File: src/rtl/bfloat_mult_pkg.sv
// Shared types and constants for the shared bfloat mantissa multiplier and its arbiter.
package bfloat_mult_pkg;

    localparam int MANT_W          = 9;
    localparam int PROD_W          = 16;
    localparam int MUL_LAT_DEFAULT = 4;

    typedef enum logic [1:0] {
        RUN   = 2'd0,
        DRAIN = 2'd1,
        HALT  = 2'd2
    } state_t;

endpackage

File: src/rtl/bfloat_mantissa_mult.sv
// Pipelined 9x9 mantissa multiplier; the product appears LAT clock edges after the operands.
// Stage registers carry no reset: the arbiter's valid pipe qualifies the output.
module bfloat_mantissa_mult
    import bfloat_mult_pkg::*;
#(
    parameter int LAT = MUL_LAT_DEFAULT
) (
    input  logic              clk,
    input  logic [MANT_W-1:0] a,
    input  logic [MANT_W-1:0] b,
    output logic [PROD_W-1:0] out
);

    logic [PROD_W-1:0] stage [LAT];

    always_ff @(posedge clk) begin
        stage[0] <= PROD_W'(a) * PROD_W'(b);
        for (int unsigned i = 1; i < LAT; i++) begin
            stage[i] <= stage[i-1];
        end
    end

    assign out = stage[LAT-1];

endmodule

File: src/rtl/bfloat_mult_arbiter_rr_arbiter.sv
// Round-robin arbiter: scans req starting at ptr (wrapping) and returns a one-hot grant plus its index.
module rr_arbiter #(
    parameter  int NUM_REQ = 4,
    localparam int ID_W    = $clog2(NUM_REQ)
) (
    input  logic [NUM_REQ-1:0] req,
    input  logic [ID_W-1:0]    ptr,
    input  logic               en,
    output logic [NUM_REQ-1:0] grant,
    output logic [ID_W-1:0]    idx
);

    logic        found;
    int unsigned j;

    always_comb begin
        grant = '0;
        idx   = '0;
        found = 1'b0;
        j     = 0;
        for (int unsigned off = 0; off < NUM_REQ; off++) begin
            j = int'(ptr) + off;
            if (j >= NUM_REQ) j = j - NUM_REQ;
            if (en && !found && req[j]) begin
                grant[j] = 1'b1;
                idx      = ID_W'(j);
                found    = 1'b1;
            end
        end
    end

endmodule

File: src/rtl/bfloat_mult_arbiter.sv
// Shares one pipelined mantissa multiplier among NUM_REQ requesters with round-robin issue,
// ID-tagged response routing and a drain handshake. Optional perf counters: BFLOAT_ARB_PERF_EN.
module bfloat_mult_arbiter
    import bfloat_mult_pkg::*;
#(
    parameter int NUM_REQ = 4,
    parameter int MUL_LAT = MUL_LAT_DEFAULT
) (
    input  logic                      clk,
    input  logic                      rst,
    input  logic [NUM_REQ-1:0]        req_valid,
    input  logic [NUM_REQ*MANT_W-1:0] req_a,
    input  logic [NUM_REQ*MANT_W-1:0] req_b,
    output logic [NUM_REQ-1:0]        req_ready,
    output logic [NUM_REQ-1:0]        rsp_valid,
    output logic [PROD_W-1:0]         rsp_data,
    input  logic                      drain_req,
    output logic                      drained
`ifdef BFLOAT_ARB_PERF_EN
   ,output logic [31:0]               perf_issue_cnt,
    output logic [31:0]               perf_conflict_cnt
`endif
);

    localparam int ID_W  = $clog2(NUM_REQ);
    localparam int CNT_W = $clog2(MUL_LAT + 1);

    state_t              state, state_nxt;
    logic [ID_W-1:0]     rr_ptr;
    logic [ID_W-1:0]     grant_idx;
    logic [NUM_REQ-1:0]  grant;
    logic                arb_en;
    logic                issue;
    logic                rsp_any;
    logic [MUL_LAT-1:0]  vpipe;
    logic [ID_W-1:0]     idpipe [MUL_LAT];
    logic [CNT_W-1:0]    inflight, inflight_nxt;
    logic [MANT_W-1:0]   mul_a, mul_b;
    logic [PROD_W-1:0]   mul_out;

    assign arb_en = (state == RUN);

    rr_arbiter #(.NUM_REQ(NUM_REQ)) u_arb (
        .req   (req_valid),
        .ptr   (rr_ptr),
        .en    (arb_en),
        .grant (grant),
        .idx   (grant_idx)
    );

    assign req_ready = grant;
    assign issue     = |grant;
    assign mul_a     = issue ? req_a[grant_idx*MANT_W +: MANT_W] : '0;
    assign mul_b     = issue ? req_b[grant_idx*MANT_W +: MANT_W] : '0;

    bfloat_mantissa_mult #(.LAT(MUL_LAT)) u_mult (
        .clk (clk),
        .a   (mul_a),
        .b   (mul_b),
        .out (mul_out)
    );

    always_ff @(posedge clk) begin
        if (rst) begin
            vpipe <= '0;
            for (int unsigned i = 0; i < MUL_LAT; i++) idpipe[i] <= '0;
        end else begin
            vpipe[0]  <= issue;
            idpipe[0] <= grant_idx;
            for (int unsigned i = 1; i < MUL_LAT; i++) begin
                vpipe[i]  <= vpipe[i-1];
                idpipe[i] <= idpipe[i-1];
            end
        end
    end

    assign rsp_any  = vpipe[MUL_LAT-1];
    assign rsp_data = mul_out;

    always_comb begin
        rsp_valid = '0;
        if (rsp_any) rsp_valid[idpipe[MUL_LAT-1]] = 1'b1;
    end

    assign inflight_nxt = inflight + CNT_W'(issue) - CNT_W'(rsp_any);

    always_ff @(posedge clk) begin
        if (rst) begin
            state    <= RUN;
            rr_ptr   <= '0;
            inflight <= '0;
        end else begin
            state    <= state_nxt;
            inflight <= inflight_nxt;
            if (issue) begin
                rr_ptr <= (grant_idx == ID_W'(NUM_REQ - 1)) ? '0 : grant_idx + 1'b1;
            end
        end
    end

    // DRAIN looks at the post-update count so HALT follows the last response by one cycle.
    always_comb begin
        state_nxt = state;
        case (state)
            RUN:     if (drain_req) state_nxt = DRAIN;
            DRAIN:   if (inflight_nxt == '0) state_nxt = HALT;
            HALT:    if (!drain_req) state_nxt = RUN;
            default: state_nxt = RUN;
        endcase
    end

    assign drained = (state == HALT);

`ifdef BFLOAT_ARB_PERF_EN
    always_ff @(posedge clk) begin
        if (rst) begin
            perf_issue_cnt    <= '0;
            perf_conflict_cnt <= '0;
        end else begin
            if (issue) perf_issue_cnt <= perf_issue_cnt + 32'd1;
            if (state == RUN && $countones(req_valid) > 1) begin
                perf_conflict_cnt <= perf_conflict_cnt + 32'd1;
            end
        end
    end
`endif

endmodule

File: config.mk
export PLATFORM = sky130hd
export DESIGN_NAME = bfloat_mult_arbiter
export DESIGN_NICKNAME = d
export VERILOG_FILES = /design/src/rtl/bfloat_mult_pkg.sv /design/src/rtl/bfloat_mantissa_mult.sv /design/src/rtl/bfloat_mult_arbiter_rr_arbiter.sv /design/src/rtl/bfloat_mult_arbiter.sv
export SDC_FILE = /design/constraint.sdc
export NUM_CORES = 1
export LEC_CHECK = 0
export ABC_AREA = 1
export CORE_ASPECT_RATIO = 1.4
export CORE_MARGIN = 2
export CORE_UTILIZATION = 51
export CTS_BUF_LIST = sky130_fd_sc_hd__clkbuf_4
export DETAILED_ROUTE_END_ITERATION = 8
export GPL_TIMING_DRIVEN = 1
export PLACE_DENSITY = 0.78
export RECOVER_POWER = 50
export SETUP_SLACK_MARGIN = 0.2
export SLEW_MARGIN = 10
export SYNTH_ARGS = -nofsm -noshare
export SYNTH_HDL_FRONTEND = slang
export SYNTH_HIERARCHICAL = 1
export SYNTH_SLANG_ARGS = --single-unit
File: constraint.sdc
create_clock -name clk -period 7.7 [get_ports clk]
set_input_delay 1.54 -clock clk [delete_from_list [all_inputs] [get_ports clk]]
set_output_delay 1.54 -clock clk [all_outputs]
set_load 0.02 [all_outputs]
==> results of run 1 <==
## logic make-up after synthesis
family	after synthesis	synth area share, %
xor gates and xnor gates	6	0.892
adders and majority gates	92	25.9
and+or+nand+nor	332	24.0
DFF	83	28.2
AOI/OAI and AO/OA	66	5.90
buffers and inverters	209	15.1
## cell type report
class,count,area (sq um),area share [%]
multi-input cells,496,3340,46.4
flip-flops and latches,83,1660,23.1
repair buffers,125,1200,16.6
inverters,175,659,9.17
well taps,144,180,2.50
clock inverters,7,87.6,1.22
clock buffers,9,67.6,0.939
## registers in the layout (all words and copies together), names as in the netlist
| name | flops |
|---|---|
| u_mult/stage | 64 |
| idpipe | 8 |
| vpipe | 4 |
| inflight | 3 |
| rr_ptr | 2 |
| state | 2 |
## through the flow
stage	instance area [sq um]	instances	worst slack (ns)	utilization [%]	hold slack [ns]
floorplan	5890	788	1.27	-	0.310
finish	7190	1039	0.874	63.8	0.335
global placement	7040	1023	0.488	62.4	0.310
detailed placement	7040	1023	0.424	62.4	0.312
CTS	7190	1039	0.919	63.8	0.315
global route	7190	1039	0.441	63.8	0.319
## worst paths after layout
kind	end	slack [ns]	depth (start not counted)
min	u_mult/stage[1][10]	0.33	0
max reg2reg	u_mult/stage[0][13]	1.31	31
min reg2reg	u_mult/stage[1][10]	0.33	0
max	u_mult/stage[0][13]	0.87	31
## per-layer routing
layer,track usage (%),part of all wire [%],routed length [um],vias up
li1,-,-,-,2533
met1,23.4,38,4710,2265
met2,39.0,53,6480,135
met3,3.38,4.7,574,44
met4,11.4,4.5,554,0
met5,0,0,0,-
## Yosys cell counts (2+ instances only)
library cell	instances
xnor2_1	2
a21oi_1	24
nor2_1	107
nand2_1	157
buf_12	2
buf_6	6
inv_2	6
dfxtp_1	83
o21ai_0	10
nand3_1	36
xor2_1	4
nor3_1	4
buf_2	3
nand4_1	8
nand3_2	4
nand2_4	2
clkbuf_1	15
ha_1	42
a21o_1	2
inv_1	168
o21ai_1	27
nand2_2	8
nor2_2	2
fa_1	50
buf_4	5
clkbuf_2	2
==> summary.md, run 1 <==
| Metric | Value |
|---|---|
| Status | `complete, no violations` |
| GRT Total Usage | `between 20 and 25%` |
| Post-Syn Nets | `959` |
| Clk Tree Root Cell | `clkbuf_4` |
| Synthesized area | `0.00589 sq mm` |
| DR vias | `4977` |
| Final Skew | `0.0162 ns` |
| Pins Over Slew Limit | `0` |
| Register area share after synthesis | `28.2%` |
| IO Port Bufs | `103` |
| Area contributors post-synth | `dfxtp_1 (28%), fa_1 (17%), inv_1 (11%), nand2_1 (10%), ha_1 (8.9%)` |
| ANT nets after route | `0` |
| Worst Path Arrival | `7.17 ns` |
| Final Setup Violations | `0` |
| Crit path kind | `in2reg` |
| Post-Route WL | `around 12000 um` |
| Vias in the first global route | `approximately 5.0k` |
| Row count | `46` |
| Area Growth Syn to Fin | `22.1%` |
| Critical Path Start Type | `input port` |
| Least-Margin Pin Slew | `0.663 ns` |
| Placer Congestion | `0.863` |
| Post-synth EDFFs | `0` |
| YS warnings | `6` |
| Fin. Hold Viols | `0` |
| Die area | `0.0124 sq mm` |
| Fin crit share | `88.6%` |
| Synth Register Bits | `83` |
| Most frequent cells in the layout | `inv_1 (168), nand2_1 (157), nor2_1 (107)` |
| Grt total ovfl | `0` |
| Netlist cell types | `35` |
| Worst skew pair latency | `between 0.4 and 0.5 ns` |
| Setup crit start | `req_valid[1]` |
| Most area-hungry cell type in the Yosys netlist | `dfxtp_1` |
| Yosys top cell area share | `between 20 and 30%` |
| Post-layout net count | `1061` |
| Global-route wire length before repair | `around 21000 um` |
| Leading cell type in the layout, fill and taps excluded | `inv_1` |
| Core ar. | `0.0113 sq mm` |
| Unrepaired setup endpoints after global routing | `no` |
| Critical path required time | `8.05 ns` |
| Ys async rst share | `0%` |
| CTS Sinks | `between 80 and 90` |
| CP dominant cell by count | `nand2_1` |
| Largest net degree at the start of global routing | `38` |
| Initial Utilization | `52.2%` |
| Setup Fix Bufs, Post-CTS | `0` |
| Worst Path Max Fanout | `12` |
| Initial antenna violation count | `0` |
| Die height | `roughly 130 um` |
| Final min period | `6.83 ns` |
| CTS tree | `yes` |
| # fillers | `1009` |
| CTS clk-pin slew, worst paths | `0.14 ns` |
| Vias per inst | `4.79` |
| Cts hold-fix bufs | `0` |
| IO Pins | `roughly 100` |
| Post-CTS Resized | `0` |
| CTS Buffer Depth | `2` |
| Die Wd | `94.8 um` |
| Fmax | `between 0.1 and 0.15 GHz` |
| Critical Path Sink Type | `flop` |
| Routed len/inst | `between 10 and 15 um` |
| Avg Cell Area, Syn | `7.48 sq um` |
| DRT Pass-1 Iters | `5` |
| CP max-delay cell | `fa_1` |
| R2R Path Start | `rr_ptr[0]` |
| H-tree level count | `3` |
| Hold Crit Start | `u_mult/stage[0][10]` |
| Share of cells above drive strength 1 | `7.37%` |
| Mapped Cells | `788` |
| ANT cells | `0` |
| DR DRC count | `0` |
| Max_cap viols | `0` |
| Total CTS buffers | `9` |
| CP delay by family, top | `adder cells` |
| Post-DP HPWL | `9980 um` |
| Worst path buffer plus inverter count | `7` |
| Slew margin rel. | `between 50% and 60%` |
| Max incr delay on CP | `0.55 ns` |
| Setup_tns | `0 ns` |
| Iter 0 DRT Violations | `about 210` |
| Worst hold path class | `reg2reg` |
| Top FF cell, synth | `dfxtp_1` |
Power of run 1 is left out: the tool's default activity adds up to more than one toggle a clock period on the data nets, which glitch-free logic cannot reach.
==> run 2, diff against run 1 <==
- CORE_MARGIN: 2 -> 1.5
==> run 2 against run 1 <==
Sequential share of layout area about the same. Hold slack improved by 0.0010 ns. Die area shrank 1.8%. Critical endpoint unchanged. Highest routed layer unchanged. Non-clock buffer count is the same. First-iteration DRC count is 41% higher. Cell area barely moved.
==> summary.md, run 2 (synthesized netlist as in run 1, its figures left out) <==
| Metric | Value |
|---|---|
| Max_cap viols | `0` |
| DR vias | `5016` |
| DR DRC count | `0` |
| CTS tree | `yes` |
| M3 GR Usage | `2.80%` |
| Unrepaired setup endpoints after global routing | `no` |
| IO Pins | `104` |
| CP max-delay cell | `fa_1` |
| Cts hold-fix bufs | `0` |
| Least-Margin Pin Slew | `0.652 ns` |
| ANT cells | `0` |
| Max incr delay on CP | `0.54 ns` |
| Initial antenna violation count | `0` |
| GRT Total Usage | `22.3%` |
| Die area | `0.0122 sq mm` |
| Post-layout net count | `1061` |
| Leading cell type in the layout, fill and taps excluded | `inv_1` |
| Fmax | `roughly 0.15 GHz` |
| Grt total ovfl | `0` |
| Core ar. | `0.0113 sq mm` |
| Worst Path Max Fanout | `21` |
| Vias in the first global route | `4906` |
| CP dominant cell by count | `nand2_1` |
| Status | `complete, no violations` |
| Area Growth Syn to Fin | `22.0%` |
| Initial Utilization | `52.2%` |
| Critical path required time | `~8 ns` |
| Routed len/inst | `about 12 um` |
| IO Port Bufs | `103` |
| Clk Tree Root Cell | `clkbuf_4` |
| Largest net degree at the start of global routing | `38` |
| Critical Path Start Type | `input port` |
| Row count | `46` |
| Total CTS buffers | `9` |
| Setup Fix Bufs, Post-CTS | `0` |
| ANT nets after route | `0` |
| Final Setup Violations | `0` |
| CTS Buffer Depth | `2` |
| Placer Congestion | `0.974` |
| Most frequent cells in the layout | `inv_1 (168), nand2_1 (157), nor2_1 (107)` |
| Die Wd | `93.8 um` |
| Vias per inst | `between 4 and 5` |
| Post-CTS Resized | `0` |
| Fin. Hold Viols | `0` |
| CTS Sinks | `83` |
| Post-Route WL | `12800 um` |
| Die height | `130 um` |
| Met2 usage in global routing | `42.1%` |
| Largest Register | `u_mult/stage` |
| # fillers | `1032` |
| CTS clk-pin slew, worst paths | `approximately 0.14 ns` |
| Worst Path Arrival | `~7 ns` |
| Fin crit share | `around 88%` |
| Worst hold path class | `reg2reg` |
| Critical Path Sink Type | `flop` |
| Pins Over Slew Limit | `0` |
| DRT Pass-1 Iters | `4` |
| Worst skew pair latency | `0.42 ns` |
| Final min period | `6.79 ns` |
| Global-route wire length before repair | `around 21000 um` |
| Final Skew | `around 0.022 ns` |
| Iter 0 DRT Violations | `301` |
| GRT busiest layer | `met2` |
| Crit path kind | `in2reg` |
| Share of cells above drive strength 1 | `7.37%` |
| H-tree level count | `3` |
| Setup_tns | `0 ns` |
| Largest registers | `u_mult/stage x64, idpipe x8, vpipe x4` |
| Met1 usage | `25.1%` |
| Post-DP HPWL | `10400 um` |
| Slew margin rel. | `between 50% and 60%` |
| Max reg flops | `64` |
-- run 2: changes by cell type in the layout (fill, tap and decap cells not counted), sizes merged --
cell / delta
clkinvlp: -1
inv: +2
clkinv: -1
-- run 2: critical path: cells and delay by family --
family          cells  cell delay [ns]
compound gates      2             0.37
fa+ha+maj           5             2.39
buf+inv             6             1.37
simple gates       16             1.42
-- run 2: area by class of cell --
class,count,area [sq um],area share (%)
inverter,175,659,9.17
tap,144,180,2.51
timing repair buffer,125,1200,16.6
multi-input combinational,496,3340,46.5
clock inverter,7,83.8,1.17
sequential,83,1660,23.1
clock buffer,9,67.6,0.940
-- run 2: through the flow --
stage	util (%)	worst slack (ns)	cell area (sq um)	hold WS, ns	instances
finish	63.7	0.911	7190	0.336	1039
global placement	62.4	0.509	7040	0.310	1023
floorplan	-	1.27	5890	0.310	788
detailed placement	62.4	0.472	7040	0.312	1023
global route	63.7	0.532	7190	0.329	1039
CTS	63.7	0.959	7190	0.332	1039
-- run 2: worst paths after layout --
kind / startpoint / end / slack (ns) / cells after the start
hold / removal: u_mult/stage[2][2] / u_mult/stage[3][2] / 0.34 / 0
hold reg to reg: u_mult/stage[2][2] / u_mult/stage[3][2] / 0.34 / 0
setup / recovery: req_valid[1] / u_mult/stage[0][13] / 0.91 / 29
setup reg to reg: rr_ptr[0] / u_mult/stage[0][13] / 1.30 / 31
-- run 2: routing by layer --
| layer | wire length, um | vias to the layer above |
|---|---|---|
| li1 | - | 2538 |
| met1 | 5000 | 2305 |
| met2 | 6850 | 128 |
| met3 | 533 | 45 |
| met4 | 450 | 0 |
| met5 | 0 | - |
Power of run 2 is left out for the same reason.
